### src/rtl/timer_pkg.sv
// Shared definitions for the timer / input-capture family: capture FSM states,
// prescaler select encodings and edge-select encodings.
package timer_pkg;

    typedef enum logic [1:0] {
        IDLE       = 2'd0,
        WAIT_START = 2'd1,
        ACTIVE     = 2'd2,
        INACTIVE   = 2'd3
    } cap_state_e;

    localparam logic [1:0] PRESC_DIV1   = 2'b00;
    localparam logic [1:0] PRESC_DIV8   = 2'b01;
    localparam logic [1:0] PRESC_DIV64  = 2'b10;
    localparam logic [1:0] PRESC_DIV256 = 2'b11;

    localparam int DIV_1   = 1;
    localparam int DIV_8   = 8;
    localparam int DIV_64  = 64;
    localparam int DIV_256 = 256;

    localparam int PRESC_W = 8;

    localparam logic EDGE_RISE_START = 1'b0;
    localparam logic EDGE_FALL_START = 1'b1;

    // Terminal prescaler value for a select code: a tick fires when the
    // prescaler counter equals this, giving one tick every D clocks.
    function automatic logic [PRESC_W-1:0] presc_last(input logic [1:0] sel);
        logic [PRESC_W-1:0] last;
        case (sel)
            PRESC_DIV1:   last = PRESC_W'(DIV_1 - 1);
            PRESC_DIV8:   last = PRESC_W'(DIV_8 - 1);
            PRESC_DIV64:  last = PRESC_W'(DIV_64 - 1);
            default:      last = PRESC_W'(DIV_256 - 1);
        endcase
        return last;
    endfunction

endpackage

### src/rtl/edge_sync.sv
// Multi-flop synchronizer for an asynchronous pin with registered single-cycle
// rise/fall pulses; reusable for any external timer input.
module edge_sync #(
    parameter int SYNC_STAGES = 2
) (
    input  logic clk,
    input  logic rst_n,
    input  logic async_in,
    output logic rise,
    output logic fall
);

    logic [SYNC_STAGES-1:0] sync_q, sync_d;
    logic                   prev_q, prev_d;
    logic                   rise_q, rise_d;
    logic                   fall_q, fall_d;

    always_comb begin
        sync_d = {sync_q[SYNC_STAGES-2:0], async_in};
        prev_d = sync_q[SYNC_STAGES-1];
        rise_d = sync_q[SYNC_STAGES-1] & ~prev_q;
        fall_d = ~sync_q[SYNC_STAGES-1] & prev_q;
    end

    always_ff @(posedge clk or negedge rst_n) begin
        if (!rst_n) begin
            sync_q <= '0;
            prev_q <= 1'b0;
            rise_q <= 1'b0;
            fall_q <= 1'b0;
        end else begin
            sync_q <= sync_d;
            prev_q <= prev_d;
            rise_q <= rise_d;
            fall_q <= fall_d;
        end
    end

    assign rise = rise_q;
    assign fall = fall_q;

endmodule

### src/rtl/pulse_capture.sv
// Input-capture channel: measures active time and full period of the TMI pulse
// train in prescaled ticks and hands each result pair over a valid/ack handshake.
module pulse_capture
    import timer_pkg::*;
#(
    parameter int BIT_WIDTH   = 8,
    parameter int SYNC_STAGES = 2
) (
    input  logic                 clk,
    input  logic                 rst_n,
    input  logic                 TMI,
    input  logic                 enable,
    input  logic                 edge_sel,
    input  logic [1:0]           prescale_sel,
    input  logic                 capture_ack,
    input  logic                 flag_clr,
    output logic [BIT_WIDTH-1:0] active_time,
    output logic [BIT_WIDTH-1:0] period,
    output logic                 capture_valid,
    output logic                 ovf,
    output logic                 overrun
);

    localparam logic [BIT_WIDTH-1:0] CNT_MAX = '1;

    logic tmi_rise, tmi_fall;

    edge_sync #(
        .SYNC_STAGES(SYNC_STAGES)
    ) u_edge_sync (
        .clk      (clk),
        .rst_n    (rst_n),
        .async_in (TMI),
        .rise     (tmi_rise),
        .fall     (tmi_fall)
    );

    cap_state_e           state_q, state_d;
    logic [BIT_WIDTH-1:0] cnt_q, cnt_d;
    logic [PRESC_W-1:0]   presc_q, presc_d;
    logic                 es_q, es_d;
    logic [1:0]           psel_q, psel_d;
    logic [BIT_WIDTH-1:0] shadow_q, shadow_d;
    logic [BIT_WIDTH-1:0] act_q, act_d;
    logic [BIT_WIDTH-1:0] per_q, per_d;
    logic                 valid_q, valid_d;
    logic                 ovf_q, ovf_d;
    logic                 ovr_q, ovr_d;

    logic                 tick;
    logic                 over;
    logic                 start_ev, stop_ev;
    logic                 publish;
    logic                 ovf_set, ovr_set;
    logic [PRESC_W-1:0]   presc_nxt;
    logic [BIT_WIDTH-1:0] cnt_inc;

    always_comb begin
        state_d  = state_q;
        cnt_d    = cnt_q;
        presc_d  = presc_q;
        es_d     = es_q;
        psel_d   = psel_q;
        shadow_d = shadow_q;
        act_d    = act_q;
        per_d    = per_q;
        valid_d  = valid_q;
        publish  = 1'b0;
        ovf_set  = 1'b0;
        ovr_set  = 1'b0;

        tick      = (presc_q == presc_last(psel_q));
        presc_nxt = tick ? '0 : presc_q + PRESC_W'(1);
        // cnt_inc already includes the tick landing on this edge, so the value
        // latched on an edge event covers every cycle of the phase.
        cnt_inc   = cnt_q + {{(BIT_WIDTH-1){1'b0}}, tick};
        over      = tick && (cnt_q == CNT_MAX);
        start_ev  = (es_q == EDGE_FALL_START) ? tmi_fall : tmi_rise;
        stop_ev   = (es_q == EDGE_FALL_START) ? tmi_rise : tmi_fall;

        if (!enable) begin
            state_d = IDLE;
            cnt_d   = '0;
            presc_d = '0;
        end else begin
            case (state_q)
                IDLE: begin
                    state_d = WAIT_START;
                    es_d    = edge_sel;
                    psel_d  = prescale_sel;
                    cnt_d   = '0;
                    presc_d = '0;
                end
                WAIT_START: begin
                    if (start_ev) begin
                        state_d = ACTIVE;
                        cnt_d   = '0;
                        presc_d = '0;
                    end
                end
                ACTIVE: begin
                    if (over) begin
                        ovf_set = 1'b1;
                        state_d = WAIT_START;
                        cnt_d   = '0;
                        presc_d = '0;
                    end else begin
                        cnt_d   = cnt_inc;
                        presc_d = presc_nxt;
                        if (stop_ev) begin
                            shadow_d = cnt_inc;
                            state_d  = INACTIVE;
                        end
                    end
                end
                INACTIVE: begin
                    if (over) begin
                        ovf_set = 1'b1;
                        state_d = WAIT_START;
                        cnt_d   = '0;
                        presc_d = '0;
                    end else if (start_ev) begin
                        publish = 1'b1;
                        state_d = ACTIVE;
                        cnt_d   = '0;
                        presc_d = '0;
                    end else begin
                        cnt_d   = cnt_inc;
                        presc_d = presc_nxt;
                    end
                end
                default: state_d = IDLE;
            endcase
        end

        if (valid_q && capture_ack) begin
            valid_d = 1'b0;
        end

        // A pending result (even one being acked this cycle) blocks the new one.
        if (publish) begin
            if (valid_q) begin
                ovr_set = 1'b1;
            end else begin
                act_d   = shadow_q;
                per_d   = cnt_inc;
                valid_d = 1'b1;
            end
        end

        ovf_d = ovf_set | (ovf_q & ~flag_clr);
        ovr_d = ovr_set | (ovr_q & ~flag_clr);
    end

    always_ff @(posedge clk or negedge rst_n) begin
        if (!rst_n) begin
            state_q  <= IDLE;
            cnt_q    <= '0;
            presc_q  <= '0;
            es_q     <= 1'b0;
            psel_q   <= 2'b00;
            shadow_q <= '0;
            act_q    <= '0;
            per_q    <= '0;
            valid_q  <= 1'b0;
            ovf_q    <= 1'b0;
            ovr_q    <= 1'b0;
        end else begin
            state_q  <= state_d;
            cnt_q    <= cnt_d;
            presc_q  <= presc_d;
            es_q     <= es_d;
            psel_q   <= psel_d;
            shadow_q <= shadow_d;
            act_q    <= act_d;
            per_q    <= per_d;
            valid_q  <= valid_d;
            ovf_q    <= ovf_d;
            ovr_q    <= ovr_d;
        end
    end

    assign active_time   = act_q;
    assign period        = per_q;
    assign capture_valid = valid_q;
    assign ovf           = ovf_q;
    assign overrun       = ovr_q;

endmodule

### config.mk
export PLATFORM = sky130hd
export DESIGN_NAME = pulse_capture
export DESIGN_NICKNAME = d
export VERILOG_FILES = /design/src/rtl/timer_pkg.sv /design/src/rtl/edge_sync.sv /design/src/rtl/pulse_capture.sv
export SDC_FILE = /design/constraint.sdc
export NUM_CORES = 1
export LEC_CHECK = 0
export ABC_CLOCK_PERIOD_IN_PS = 4500
export CAP_MARGIN = 20
export CELL_PAD_IN_SITES_DETAIL_PLACEMENT = 1
export CELL_PAD_IN_SITES_GLOBAL_PLACEMENT = 2
export CORE_ASPECT_RATIO = 1.4
export CORE_MARGIN = 2
export CORE_UTILIZATION = 41
export CTS_CLUSTER_DIAMETER = 120
export DETAILED_ROUTE_END_ITERATION = 16
export PLACE_DENSITY_LB_ADDON = 0.1
export SLEW_MARGIN = 20
export SYNTH_ARGS = -nofsm -noshare
export SYNTH_HDL_FRONTEND = slang
export SYNTH_HIERARCHICAL = 1
export SYNTH_SLANG_ARGS = --single-unit
### constraint.sdc
create_clock -name clk -period 4.5 [get_ports clk]
set_input_delay 0.45 -clock clk [delete_from_list [all_inputs] [get_ports clk]]
set_output_delay 0.45 -clock clk [all_outputs]
set_load 0.005 [all_outputs]
# Word-level counts from Yosys, hierarchy flattened

Index checks and enable logic that the tools add are counted.

Register bits after elaboration: 53
Bits of input ports: 9
Output and inout port bits: 19
Word-level logic and storage cells: 78

Add/subtract/negate cells: 2
Equality and inequality tests: 9
Mux-type cells: 33
Bitwise operators: 11
Reductions and logical operators: 8

Operator list:

| cell                                                            | number |
|---|---|
| 8-bit two-way mux                                               | 10 |
| 8-bit one-hot mux with 4 select lines                           | 2 |
| 8-bit one-hot mux with 3 select lines                           | 1 |
| 1-bit two-way mux                                               | 14 |
| 2-bit two-way mux                                               | 5 |
| 8-bit by 1-bit adder with 8-bit output                          | 1 |
| 8-bit by 1-bit adder with 8-bit output, second input constant   | 1 |
| 8-bit == test                                                   | 1 |
| 8-bit == test, second input constant                            | 1 |
| 2-bit one-hot mux with 4 select lines                           | 1 |
| 2-bit == test, second input constant                            | 3 |
| 1-bit inverter                                                  | 5 |
| 1-bit AND                                                       | 4 |
| 2-bit by 1-bit == test with 1-bit output, second input constant | 2 |
| 2-bit zero test                                                 | 2 |
| 4-bit inequality test, second input constant                    | 1 |
| 2-bit AND reduction                                             | 2 |
| 4-bit AND reduction                                             | 1 |
| 3-bit inequality test, second input constant                    | 1 |
| 1-bit logical AND                                               | 2 |
| 1-bit bitwise OR                                                | 2 |
| 2-bit OR reduction                                              | 1 |

# Logic depth before layout (Yosys ltp)

Word-level depth: 9
Gate-level depth with buffers: 9
Depth with buffers taken out: 8

# Cells and area by module

Netlist, hierarchy kept.

By module, submodules not included:

| module        | times used | cells each | area an instance (um2) | sequential area each (um2) |
|---|---|---|---|---|
| pulse_capture | 1          | 191        | 2,316.0                | 1,201.2 |
| edge_sync     | 1          | 7          | 140.1                  | 125.1 |

# Worst setup path after synthesis

Ideal clock, no wire load.

Path kind: register to register
Start: reg presc_q[3]
End: reg shadow_q[6]
Setup time: 0.125 ns
Arrival time: 2.353 ns
Required time: 4.375 ns
Path slack: 2.023 ns
Cell stages (with the launch flop): 10
Buffers on the path: 1
Clock period less this slack: 2.477 ns
Cell sequence: dfrtp_1 or3b_2 a21o_1 o2bb2a_1 clkbuf_1 ha_1 ha_1 nand3_1 xnor2_1 mux2_2

Word-level cells in the longest chain between the ends: 4
Elaborated cells between the ends (all ways): 5
Classes of those cells: add/sub (1); eq/ne (1); bitwise (1); reduce/logical (2)

RTL lines:

| what                                                                                           | line                 | source |
|---|---|---|
| from (decl)                                                                                    | pulse_capture.sv:40  | `logic [PRESC_W-1:0] presc_q, presc_d;` |
| from (signal assigned)                                                                         | pulse_capture.sv:171 | `presc_q <= presc_d;` |
| 8-bit == test (*)                                                                              | pulse_capture.sv:72  | `tick = (presc_q == presc_last(psel_q));` |
| parallel branches: the longest is 3 deep, another holds 8-bit by 1-bit adder with 8-bit output | n/a                  |  |
| to (signal assigned)                                                                           | pulse_capture.sv:174 | `shadow_q <= shadow_d;` |
| to (decl)                                                                                      | pulse_capture.sv:43  | `logic [BIT_WIDTH-1:0] shadow_q, shadow_d;` |

Mark *: on every way between the ends.
A chain may end at the register's enable or synchronous reset.

# Worst setup path after layout

Ends and elaborated chain as after synthesis.

==> impl_metrics.csv <==
group,metric,value,unit
drt,ant_nets,0,
clock_network,clk_pin_slew,0.10,ns
power,combinationalPowerShare,0.093,
drt,drc_errors,0,
drt,vias,1680,
clock_network,cts_setup_buffers,0,
run,drv_cap,0,
setup_path,critPathTopFamily,"simple AND/OR/NAND/NOR gates",
power,switchingPower,218,µW
clock_network,htreeDepth,2,
logic_synthesis,yosysTopAreaCellShare,0.540,
setup_path,setup.worst_path.start,"presc_q[3]$_DFFE_PN0P_",
global_route,grt_first_pass_wirelength,9410,µm
timing,setup_viol,0,
logic_synthesis,syn_area_per_cell,12.4,µm²
setup_path,slowest_delay,0.51,ns
drt,wl,5520,µm
setup_path,cp_num_buf_inv,0,
worst_hold_path,holdCritPathClass,"in -> async",
logic_synthesis,yosys_warnings,6,
setup_path,ff2ff_setup_slack,1.81,ns
logic_synthesis,synthArstFlopShare,1.00,
setup_path,cp-end-kind,"flop",
global_route,grt_max_degree,54,
setup_path,r2r_start,"presc_q[3]$_DFFE_PN0P_",
power,seqPwrFrac,0.582,
placed_design,hpwl,3850,µm
cells_and_area,antenna_cells,0,
timing,period_share,0.597,
setup_path,crit-reg2reg-capture,"shadow_q[6]$_DFFE_PN0P_",
power,swShare,0.251,
status,status,"finished, final reports clean",
floorplan,die_area,6630,µm²
cells_and_area,drive_above_1_share,0.202,
global_route,grt.total_usage,0.178,
clock_network,numCtsBuffers,5,
global_route,grt_overflow_total,0,
timing,hold_viol_final,0,
timing,period_needed,2.69,ns
logic_synthesis,synth_edf_count,0,
power,p_int,651,µW
cells_and_area,area_delta_synth_final,17.0,%
floorplan,ios,28,
logic_synthesis,synth_area_leaders,"dfrtp_1 54%, mux2_2 8.7%, mux2_4 5.5%",
power,power_density,302,nW/µm²
setup_path,crit_required,4.69,ns
cells_and_area,final_util,0.494,
clock_network,clockRootBuffer,"clkbuf_8",
global_route,grt_antenna_before_repair,0,
drt,drt_iter0_drc,75,
logic_synthesis,ys_types,46,
placed_design,routabilityCongestion,0.775,
setup_path,crit_cells,8,
logic_synthesis,syn-cell-area,2460,µm²
timing,finalMaxSlewViolations,0,
placed_design,io_buffer_count,27,
logic_synthesis,yosysSeqAreaShare,0.540,
logic_synthesis,syn_nets,210,
clock_network,holdBufCountCts,0,
floorplan,fp.dieW,69.4,µm
drt,viasPerCell,5.64,
drt,post_drt_wl_per_cell,18.5,µm
timing,tightestPinTransition,0.758,ns
placed_design,dp_slack,1.85,ns
setup_path,cp-start-kind,"flop",
cells_and_area,final-instance-count-excl-fill,298,
floorplan,chipHeight,95.6,µm
floorplan,coreArea,5820,µm²
timing,whs,0.255,ns
timing,grt_setup_unrepaired,"no",
timing,timing.slew.headroom,0.494,
setup_path,crit_chain,"or3b_2 -> a21o_1 -> o2bb2a_1 -> ha_1 -> ha_1 -> nand3_1 -> xnor2_1 -> mux2_2",
timing,skew,0.00684,ns
drt,drtPass1Iterations,6,
power,clkPwrFrac,0.325,
clock_network,cts_resized,0,
setup_path,rr_worst_depth,8,
floorplan,fp-row-count,33,
setup_path,critPathKind,"reg -> reg",
placed_design,place_inst,290,
setup_path,endpoint,"shadow_q[6]$_DFFE_PN0P_",
clock_network,clk_latency,0.30,ns
floorplan,start_util,0.422,
timing,worst_slack,1.81,ns
power,vdd_ir_drop_max,0.180,mV
logic_synthesis,synth_top_flop_cell,"dfrtp_1",
logic_synthesis,synth_seq_cells,53,
cells_and_area,fillers,624,
setup_path,path_max_fanout,8,
logic_synthesis,syn-instance-count,198,
clock_network,cts_buffer_depth,2,
setup_path,crit_top_cell,"ha_1",
cells_and_area,nets,239,
logic_synthesis,yosysTopAreaCell,"dfrtp_1",
timing,fmaxAchievable,0.372,GHz
setup_path,critical_path_arrival,2.87,ns
setup_path,cp_slowest_cell,"or3b_2",
global_route,grt_pass1_vias,1897,
clock_network,cts_tree,"done",
clock_network,clock-sinks,53,
timing,finalSetupTns,0,ns
power,leakagePower,0.00130,µW
## Yosys cell counts (2+ instances only)
| cell type | n |
|---|---|
| o211a_1 | 2 |
| nor2b_1 | 3 |
| a211o_1 | 2 |
| or3_1 | 4 |
| inv_1 | 5 |
| xor2_1 | 3 |
| a22o_1 | 5 |
| nor3_1 | 2 |
| a21o_1 | 2 |
| nor4b_1 | 4 |
| o211ai_1 | 2 |
| nand3b_1 | 2 |
| nor2_1 | 9 |
| and3_1 | 2 |
| mux2_2 | 19 |
| nand4_1 | 2 |
| xnor2_1 | 4 |
| mux2i_1 | 3 |
| mux2_4 | 9 |
| nand3_1 | 13 |
| ha_1 | 3 |
| o21ai_0 | 5 |
| clkbuf_1 | 4 |
| a21oi_1 | 2 |
| dfrtp_1 | 53 |
| nand2_1 | 13 |
| a221o_1 | 2 |
## placed cells by master (no fill, tap or decap), types with 4 or more instances in the layout
| cell type | instances |
|---|---|
| mux2_4 | 9 |
| mux2_2 | 19 |
| nand3_1 | 13 |
| dfrtp_1 | 53 |
| nor4b_1 | 4 |
| a22o_1 | 5 |
| clkbuf_8 | 6 |
| clkdlybuf4s50_1 | 26 |
| o21ai_0 | 5 |
| xnor2_1 | 4 |
| nor2_1 | 8 |
| nand2_1 | 13 |
| or3_1 | 4 |
| inv_1 | 5 |
## cells by family (layout without fill, tap and decap cells)
kind of cell / Yosys count / in the layout / share of synthesized area
and+or+nand+nor: 64 / 64 / 0.149
muxes: 31 / 31 / 0.154
AOI/OAI and AO/OA: 28 / 28 / 0.0886
buffers and inverters: 12 / 42 / 0.0275
xor gates and xnor gates: 7 / 7 / 0.0250
adders and majority gates: 3 / 3 / 0.0153
DFF: 53 / 53 / 0.540
## worst min path at each step
stage               cells after the start                       startpoint                         endpoint  slack (ns)
detailed placement                      0  u_edge_sync/sync_q[0]$_DFF_PN0_  u_edge_sync/sync_q[1]$_DFF_PN0_        0.36
global route                            2                            rst_n                 es_q$_DFFE_PN0P_        0.30
CTS                                     2                            rst_n       u_edge_sync/rise$_DFF_PN0_        0.28
finish                                  2                            rst_n       u_edge_sync/fall$_DFF_PN0_        0.25
global placement                        0  u_edge_sync/sync_q[0]$_DFF_PN0_  u_edge_sync/sync_q[1]$_DFF_PN0_        0.33
floorplan                               0                            rst_n       active_time[0]$_DFFE_PN0P_        0.15
## registers in the layout (all words and copies together), names as in the netlist
register	flops
u_edge_sync/fall	1
u_edge_sync/sync_q	2
u_edge_sync/prev_q	1
presc_q	8
cnt_q	8
state_q	2
period	8
es_q	1
u_edge_sync/rise	1
overrun	1
psel_q	2
ovf	1
active_time	8
shadow_q	8
capture_valid	1
## power by group through the flow
stage	clock (µW)	combinational, µW	sequential (µW)
after global placement	0	76.6	513
after detailed placement	0	81.8	516
after floorplan	0	51.1	508
after CTS	295	82.1	506
after global routing	316	88.8	509
final	283	80.8	506
## per-layer routing
layer	up-vias	wire [µm]	global-route usage
met5	-	0	0
met4	0	53	0.0572
met3	6	138	0.0328
met2	33	2920	0.324
met1	863	2410	0.214
li1	778	-	-
## per-stage QoR
stage                     area (µm²)  power (µW)
after CTS                       2870         883
after detailed placement        2780         597
after global placement          2780         590
after global routing            2870         914
final                           2870         869
after floorplan                 2460         560
## final cells by class
cell class	instances	area [µm²]	area share
sequential	53	1330	0.461
multi-input combinational	133	1060	0.370
timing repair buffer	29	280	0.0975
tap	70	87.6	0.0305
clock buffer	6	82.6	0.0287
inverter	5	18.8	0.00653
clock inverter	2	13.8	0.00479
Note: power is estimated with default switching activity, not from simulation.
